$ cat config.mk
export PLATFORM = sky130hd
export DESIGN_NAME = gate_window_sequencer
export DESIGN_NICKNAME = d
export VERILOG_FILES = /design/src/rtl/gws_pkg.sv /design/src/rtl/gws_down_counter.sv /design/src/rtl/gate_window_sequencer.sv
export SDC_FILE = /design/constraint.sdc
export NUM_CORES = 1
export LEC_CHECK = 0
export ABC_AREA = 1
export BUFFER_PORTS_ARGS = -buffer_cell sky130_fd_sc_hd__buf_2
export CORE_ASPECT_RATIO = 0.7
export CORE_UTILIZATION = 58
export CTS_CLUSTER_DIAMETER = 120
export DETAILED_ROUTE_END_ITERATION = 8
export PLACE_DENSITY = 0.86
export RECOVER_POWER = 50
export SLEW_MARGIN = 20
export SYNTH_ARGS = -nofsm -noshare
export SYNTH_HDL_FRONTEND = slang
export SYNTH_SLANG_ARGS = --single-unit
export TNS_END_PERCENT = 10
$ cat constraint.sdc
create_clock -name CLK -period 4.75 [get_ports CLK]
set_input_delay 0.2375 -clock CLK [delete_from_list [all_inputs] [get_ports CLK]]
set_output_delay 0.2375 -clock CLK [all_outputs]
set_load 0.1 [all_outputs]
$ cat src/rtl/gws_pkg.sv
// Shared definitions for the gate window sequencer and its gate stage.
// State encoding, gate-type codes and a width helper.
package gws_pkg;

  typedef enum logic [1:0] {
    ST_IDLE  = 2'd0,
    ST_DELAY = 2'd1,
    ST_OPEN  = 2'd2,
    ST_HOLD  = 2'd3
  } gws_state_e;

  localparam logic [2:0] GATE_AND  = 3'd0;
  localparam logic [2:0] GATE_NAND = 3'd1;
  localparam logic [2:0] GATE_OR   = 3'd2;
  localparam logic [2:0] GATE_NOR  = 3'd3;
  localparam logic [2:0] GATE_XOR  = 3'd4;
  localparam logic [2:0] GATE_XNOR = 3'd5;

  function automatic int gws_max3(
    input int a,
    input int b,
    input int c
  );
    int m;
    m = (a > b) ? a : b;
    return (m > c) ? m : c;
  endfunction

endpackage

$ cat src/rtl/gws_down_counter.sv
// Loadable down-counter that saturates at zero.
// Load wins over decrement; all updates are gated by CE.
module gws_down_counter
  import gws_pkg::*;
#(
  parameter int W = 8
) (
  input  logic         CLK,
  input  logic         ACLR_N,
  input  logic         CE,
  input  logic         load,
  input  logic [W-1:0] load_val,
  input  logic         dec,
  output logic         zero
);

  logic [W-1:0] cnt_q;
  logic [W-1:0] cnt_d;

  always_comb begin
    cnt_d = cnt_q;
    if (load) begin
      cnt_d = load_val;
    end else if (dec && (cnt_q != '0)) begin
      cnt_d = cnt_q - W'(1);
    end
  end

  always_ff @(posedge CLK or negedge ACLR_N) begin
    if (!ACLR_N) begin
      cnt_q <= '0;
    end else if (CE) begin
      cnt_q <= cnt_d;
    end
  end

  assign zero = (cnt_q == '0);

endmodule

$ cat src/rtl/gate_window_sequencer.sv
// Delay / window / holdoff sequencer feeding the bit-bus gate stage.
// Produces registered I_OUT data and CTRL window, cycle-aligned.
module gate_window_sequencer
  import gws_pkg::*;
#(
  parameter int C_WIDTH     = 16,
  parameter int C_DLY_WIDTH = 8,
  parameter int C_LEN_WIDTH = 8,
  parameter int C_HOLDOFF   = 2,
  parameter int C_RETRIGGER = 0
) (
  input  logic                   CLK,
  input  logic                   ACLR_N,
  input  logic                   CE,
  input  logic                   TRIG,
  input  logic [C_DLY_WIDTH-1:0] DLY,
  input  logic [C_LEN_WIDTH-1:0] LEN,
  input  logic [C_WIDTH-1:0]     D_IN,
  input  logic                   D_VALID,
  output logic [C_WIDTH-1:0]     I_OUT,
  output logic                   CTRL,
  output logic                   BUSY,
  output logic                   DONE,
  output logic                   OVERRUN
);

  localparam int CNT_W = gws_max3(C_DLY_WIDTH, C_LEN_WIDTH,
                                  $clog2(C_HOLDOFF + 1));
  localparam logic [CNT_W-1:0] HOLD_LD =
    CNT_W'((C_HOLDOFF > 0) ? C_HOLDOFF - 1 : 0);

  gws_state_e             state_q, state_d;
  logic [C_LEN_WIDTH-1:0] len_q, len_d;
  logic [C_WIDTH-1:0]     i_out_q, i_out_d;
  logic                   ctrl_q, ctrl_d;
  logic                   done_q, done_d;
  logic                   overrun_q, overrun_d;

  logic             cnt_load;
  logic             cnt_dec;
  logic             cnt_zero;
  logic [CNT_W-1:0] cnt_ld_val;

  gws_down_counter #(
    .W (CNT_W)
  ) u_cnt (
    .CLK      (CLK),
    .ACLR_N   (ACLR_N),
    .CE       (CE),
    .load     (cnt_load),
    .load_val (cnt_ld_val),
    .dec      (cnt_dec),
    .zero     (cnt_zero)
  );

  always_ff @(posedge CLK or negedge ACLR_N) begin
    if (!ACLR_N) begin
      state_q   <= ST_IDLE;
      len_q     <= '0;
      i_out_q   <= '0;
      ctrl_q    <= 1'b0;
      done_q    <= 1'b0;
      overrun_q <= 1'b0;
    end else if (CE) begin
      state_q   <= state_d;
      len_q     <= len_d;
      i_out_q   <= i_out_d;
      ctrl_q    <= ctrl_d;
      done_q    <= done_d;
      overrun_q <= overrun_d;
    end else begin
      done_q    <= 1'b0;
      overrun_q <= 1'b0;
    end
  end

  always_comb begin
    state_d    = state_q;
    len_d      = len_q;
    cnt_load   = 1'b0;
    cnt_dec    = 1'b0;
    cnt_ld_val = '0;
    unique case (state_q)
      ST_IDLE: begin
        if (TRIG) begin
          len_d = LEN;
          if (LEN == '0) begin
            state_d = ST_IDLE;
          end else if (DLY == '0) begin
            state_d    = ST_OPEN;
            cnt_load   = 1'b1;
            cnt_ld_val = CNT_W'(LEN) - CNT_W'(1);
          end else begin
            state_d    = ST_DELAY;
            cnt_load   = 1'b1;
            cnt_ld_val = CNT_W'(DLY) - CNT_W'(1);
          end
        end
      end
      ST_DELAY: begin
        if (cnt_zero) begin
          state_d    = ST_OPEN;
          cnt_load   = 1'b1;
          cnt_ld_val = CNT_W'(len_q) - CNT_W'(1);
        end else begin
          cnt_dec = 1'b1;
        end
      end
      ST_OPEN: begin
        // A retrigger of length 0 still keeps the window open one cycle
        if ((C_RETRIGGER != 0) && TRIG) begin
          len_d      = LEN;
          cnt_load   = 1'b1;
          cnt_ld_val = (LEN == '0) ? '0 : CNT_W'(LEN) - CNT_W'(1);
        end else if (cnt_zero) begin
          if (C_HOLDOFF == 0) begin
            state_d = ST_IDLE;
          end else begin
            state_d    = ST_HOLD;
            cnt_load   = 1'b1;
            cnt_ld_val = HOLD_LD;
          end
        end else begin
          cnt_dec = 1'b1;
        end
      end
      ST_HOLD: begin
        if (cnt_zero) begin
          state_d = ST_IDLE;
        end else begin
          cnt_dec = 1'b1;
        end
      end
      default: state_d = ST_IDLE;
    endcase
  end

  always_comb begin
    ctrl_d    = (state_d == ST_OPEN);
    done_d    = (state_d == ST_IDLE) &&
                ((state_q != ST_IDLE) || TRIG);
    overrun_d = TRIG &&
                ((state_q == ST_DELAY) || (state_q == ST_HOLD) ||
                 ((state_q == ST_OPEN) && (C_RETRIGGER == 0)));
    i_out_d   = D_VALID ? D_IN : i_out_q;
  end

  assign I_OUT   = i_out_q;
  assign CTRL    = ctrl_q;
  assign BUSY    = (state_q != ST_IDLE);
  assign DONE    = done_q;
  assign OVERRUN = overrun_q;

endmodule

==> flow_summary.yaml <==
status:
  status: "finished with violations"
  failed_checks: "capacitance limit, slew limit"
worst_setup_path:
  worst_path_max_delay_cell: "dfrtp_1"
  crit-reg2reg-launch: "state_q[0]"
  worst_r2r_endpoint: "u_cnt.cnt_q[6]"
  worst_stage_delay_on_the_critical_path_ns: 0.44
  timing.critical_path.cells: "inv_1 > ha_1 > nand2_1 > nor2_2 > inv_2 > nand2_1 > nand2_2 > nand2_2 > nand2_4 > nor2_1 > nand2_1 > nand2_1"
  cp-end-kind: "flop"
  timing.critical_path.from_type: "flop"
  rrSetupSlack_ns: 2.49
  cp_common_cell: "nand2_1"
  worst-r2r-cell-count: 12
  path_max_fanout: 13
  worst-endpoint-required_ns: 4.97
  path_class: "flop to flop"
  timing.critical_path.arrival_ns: 2.48
drt:
  first_iter_violations: 162
  post_drt_via_cell_ratio: 5.313
  wl_per_cell_um: 13.27
  drc: 0
  vias: 2136
  drtAntennaViolNets: 0
  drt_first_pass_iters: 5
  wirelength_um: 5334
power:
  report.power.total_mw: 1.627
  power.static_leakage_nw: 1.406
  clockPowerShare_pct: 17.4
  vdd_ir_max_v: 0.0003541
  power_switching_share_pct: 49.59
  power_frac_comb_pct: 51.6
  sequentialPowerShare_pct: 31.0
  internal-power_mw: 0.8200
  power_density_nw_per_um2: 585.3
  netSwitchingPower_mw: 0.8066
place:
  globalplace.congestion: 0.8919
  hpwlAfterDp_um: 4070
  io_buffers: 56
floorplan:
  initial_core_util_pct: 63.75
  floorplan.die_area_um2: 4323
  die_width_um: 78.16
  design.core.area_um2: 3694
  rows: 18
  io_pins: 57
  die_h_um: 55.31
hold_path:
  cell_count_of_the_worst_hold_path: 2
  hold_path.startpoint: "D_IN[7]"
  holdCritPathClass: "input port to flop"
  holdPathEnd: "I_OUT[7]"
clocking:
  max-clock-path-buffers: 2
  cts_made_buffers: 5
  cts.hold.buffers_added: 0
  clk_latency_ns: 0.28
  cts.root.buffer_cell: "clkbuf_8"
  htree_levels: 2
  postcts_resize_cnt: 0
  postCtsSetupRepairBufs: 0
  cts.sink_count: 37
  cts_tree: "done"
  clk_pin_slew_worst_paths_ns: 0.08
synthesis:
  synth_top_area_share_pct: 39.32
  synth_common_cells: "nand2_1, dfrtp_1, inv_1"
  synth.area.top_cells: "dfrtp_1, nand2_1, mux2_2"
  synth_nets: 338
  post_synth_instance_area_um2: 2355
  synthFlopType: "dfrtp_1"
  synthMostInstantiatedCell: "nand2_1"
  yosys_warnings: 0
  synth.ff_latch_count: 37
  synthesis.instances: 293
  synth_sequential_area_ratio_pct: 39.32
  synth_top_cell_by_area: "dfrtp_1"
  post_synth_num_cell_types: 30
  avgSynthCellArea_um2: 8.037
  synthArstFlopShare_pct: 100.0
  synth_edf_count: 0
sta:
  fin_setup_tns_ns: 0
  rsz_0062_raised_after_global_routing: "no"
  final-max-slew-violation-count: 38
  final.min_clock_period_ns: 2.256
  setup_viol_count_final: 0
  clock.fmax_mhz: 443.3
  max_slew.worst_pin.slew_ns: 1.856
  skew_ns: 0.003432
  max_slew_margin_pct: -23.71
  hold_viol_final: 0
  layout_worst_path_cycle_share_pct: 47.49
global_route:
  grt_start_max_net_pins: 38
  first_global_vias: 1927
  grt_antenna_before_repair: 0
  wire_length_of_the_first_global_routing_pass_um: 8749
  global_route.usage.total_pct: 26.19
  globalRoute.totalOverflow: 0
layout:
  area_growth_syn_to_layout_pct: 18.01
  finish.net_count: 396
  antenna-diode-count: 0
  fill_cells: 273
  drive_above_1_share_pct: 30.68
run:
  maxCapViolations: 1
==> layer usage <==
metal | part of all wire (%) | wire length, um | track usage (%) | vias up
li1 | - | - | - | 1062
met1 | 46 | 2463 | 37.96 | 997
met5 | 0 | 0 | 0 | -
met2 | 46 | 2450 | 40.85 | 75
met3 | 7.6 | 403 | 5.620 | 2
met4 | 0.30 | 16 | 4.762 | 0
==> registers in the layout, indices dropped and copies added (netlist names) <==
name         flops
DONE             1
len_q            8
CTRL             1
u_cnt.cnt_q      8
I_OUT           16
state_q          2
OVERRUN          1
==> worst max path at each step <==
stage | startpoint | end | depth (start not counted)
3_3_place_gp | state_q[0] | u_cnt.cnt_q[4] | 12
6_report | state_q[0] | u_cnt.cnt_q[6] | 12
5_1_grt | state_q[0] | u_cnt.cnt_q[6] | 12
4_1_cts | state_q[0] | u_cnt.cnt_q[6] | 12
2_1_floorplan | state_q[0] | CTRL | 9
3_5_place_dp | state_q[0] | u_cnt.cnt_q[0] | 12
==> critical path: cells and delay by family (launching register included) <==
kind	cells	cell delay, ns
AND/OR/NAND/NOR	9	1.22
adder cells (fa/ha/maj)	1	0.29
flip-flops	1	0.44
buffers and inverters	2	0.24
==> cells in the final DEF, fill, tap and decap left out, drive strengths merged <==
cell	instances
a21o	1
a21oi	12
buf	54
bufinv	1
clkbuf	8
clkinv	1
clkinvlp	1
dfrtp	37
ha	8
inv	32
mux2	16
nand2	83
nand3	20
nand3b	2
nand4	4
nor2	33
nor3	4
o21ai	21
o21bai	1
o22ai	3
o31ai	1
xnor2	4
xor2	5
==> power groups by stage <==
stage | sequential (mW) | clock (mW) | combinational (mW)
global placement | 0.502 | 0 | 0.810
finish | 0.504 | 0.283 | 0.840
floorplan | 0.683 | 0 | 0.488
detailed placement | 0.506 | 0 | 0.823
global route | 0.517 | 0.297 | 0.912
CTS | 0.502 | 0.284 | 0.836
==> stage by stage <==
stage / setup WS (ns) / hold WS, ns / instance area [um^2] / std cells / utilization [%]
floorplan: 2.704 / -0.05809 / 2355 / 293 / -
global placement: 2.725 / 0.3701 / 2661 / 394 / 72.05
detailed placement: 2.627 / 0.3703 / 2661 / 394 / 72.05
CTS: 2.558 / 0.06194 / 2781 / 402 / 75.30
global route: 2.326 / 0.1733 / 2779 / 402 / 75.24
finish: 2.494 / 0.1795 / 2779 / 402 / 75.24
==> cells by family (layout without fill, tap and decap cells) <==
group                      count (synthesis)  after routing  synth area share, %
adders and majority gates                  8              8                4.251
buffers and inverters                     38             97                7.013
muxes                                     16             16                7.651
xor gates and xnor gates                   9              9                3.347
AOI/OAI and AO/OA                         39             39                9.405
and+or+nand+nor                          146            146                29.01
DFF                                       37             37                39.32
==> area by class of cell <==
class | count | area, um^2 | area share (%)
inverters | 33 | 128.9 | 4.638
clock inverters | 2 | 37.54 | 1.351
clock buffers | 6 | 82.58 | 2.972
multi-input cells | 218 | 1264 | 45.47
repair buffers | 56 | 277.8 | 9.995
flip-flops and latches | 37 | 925.9 | 33.32
well taps | 50 | 62.56 | 2.251
Power figures use the tool's default switching activity.
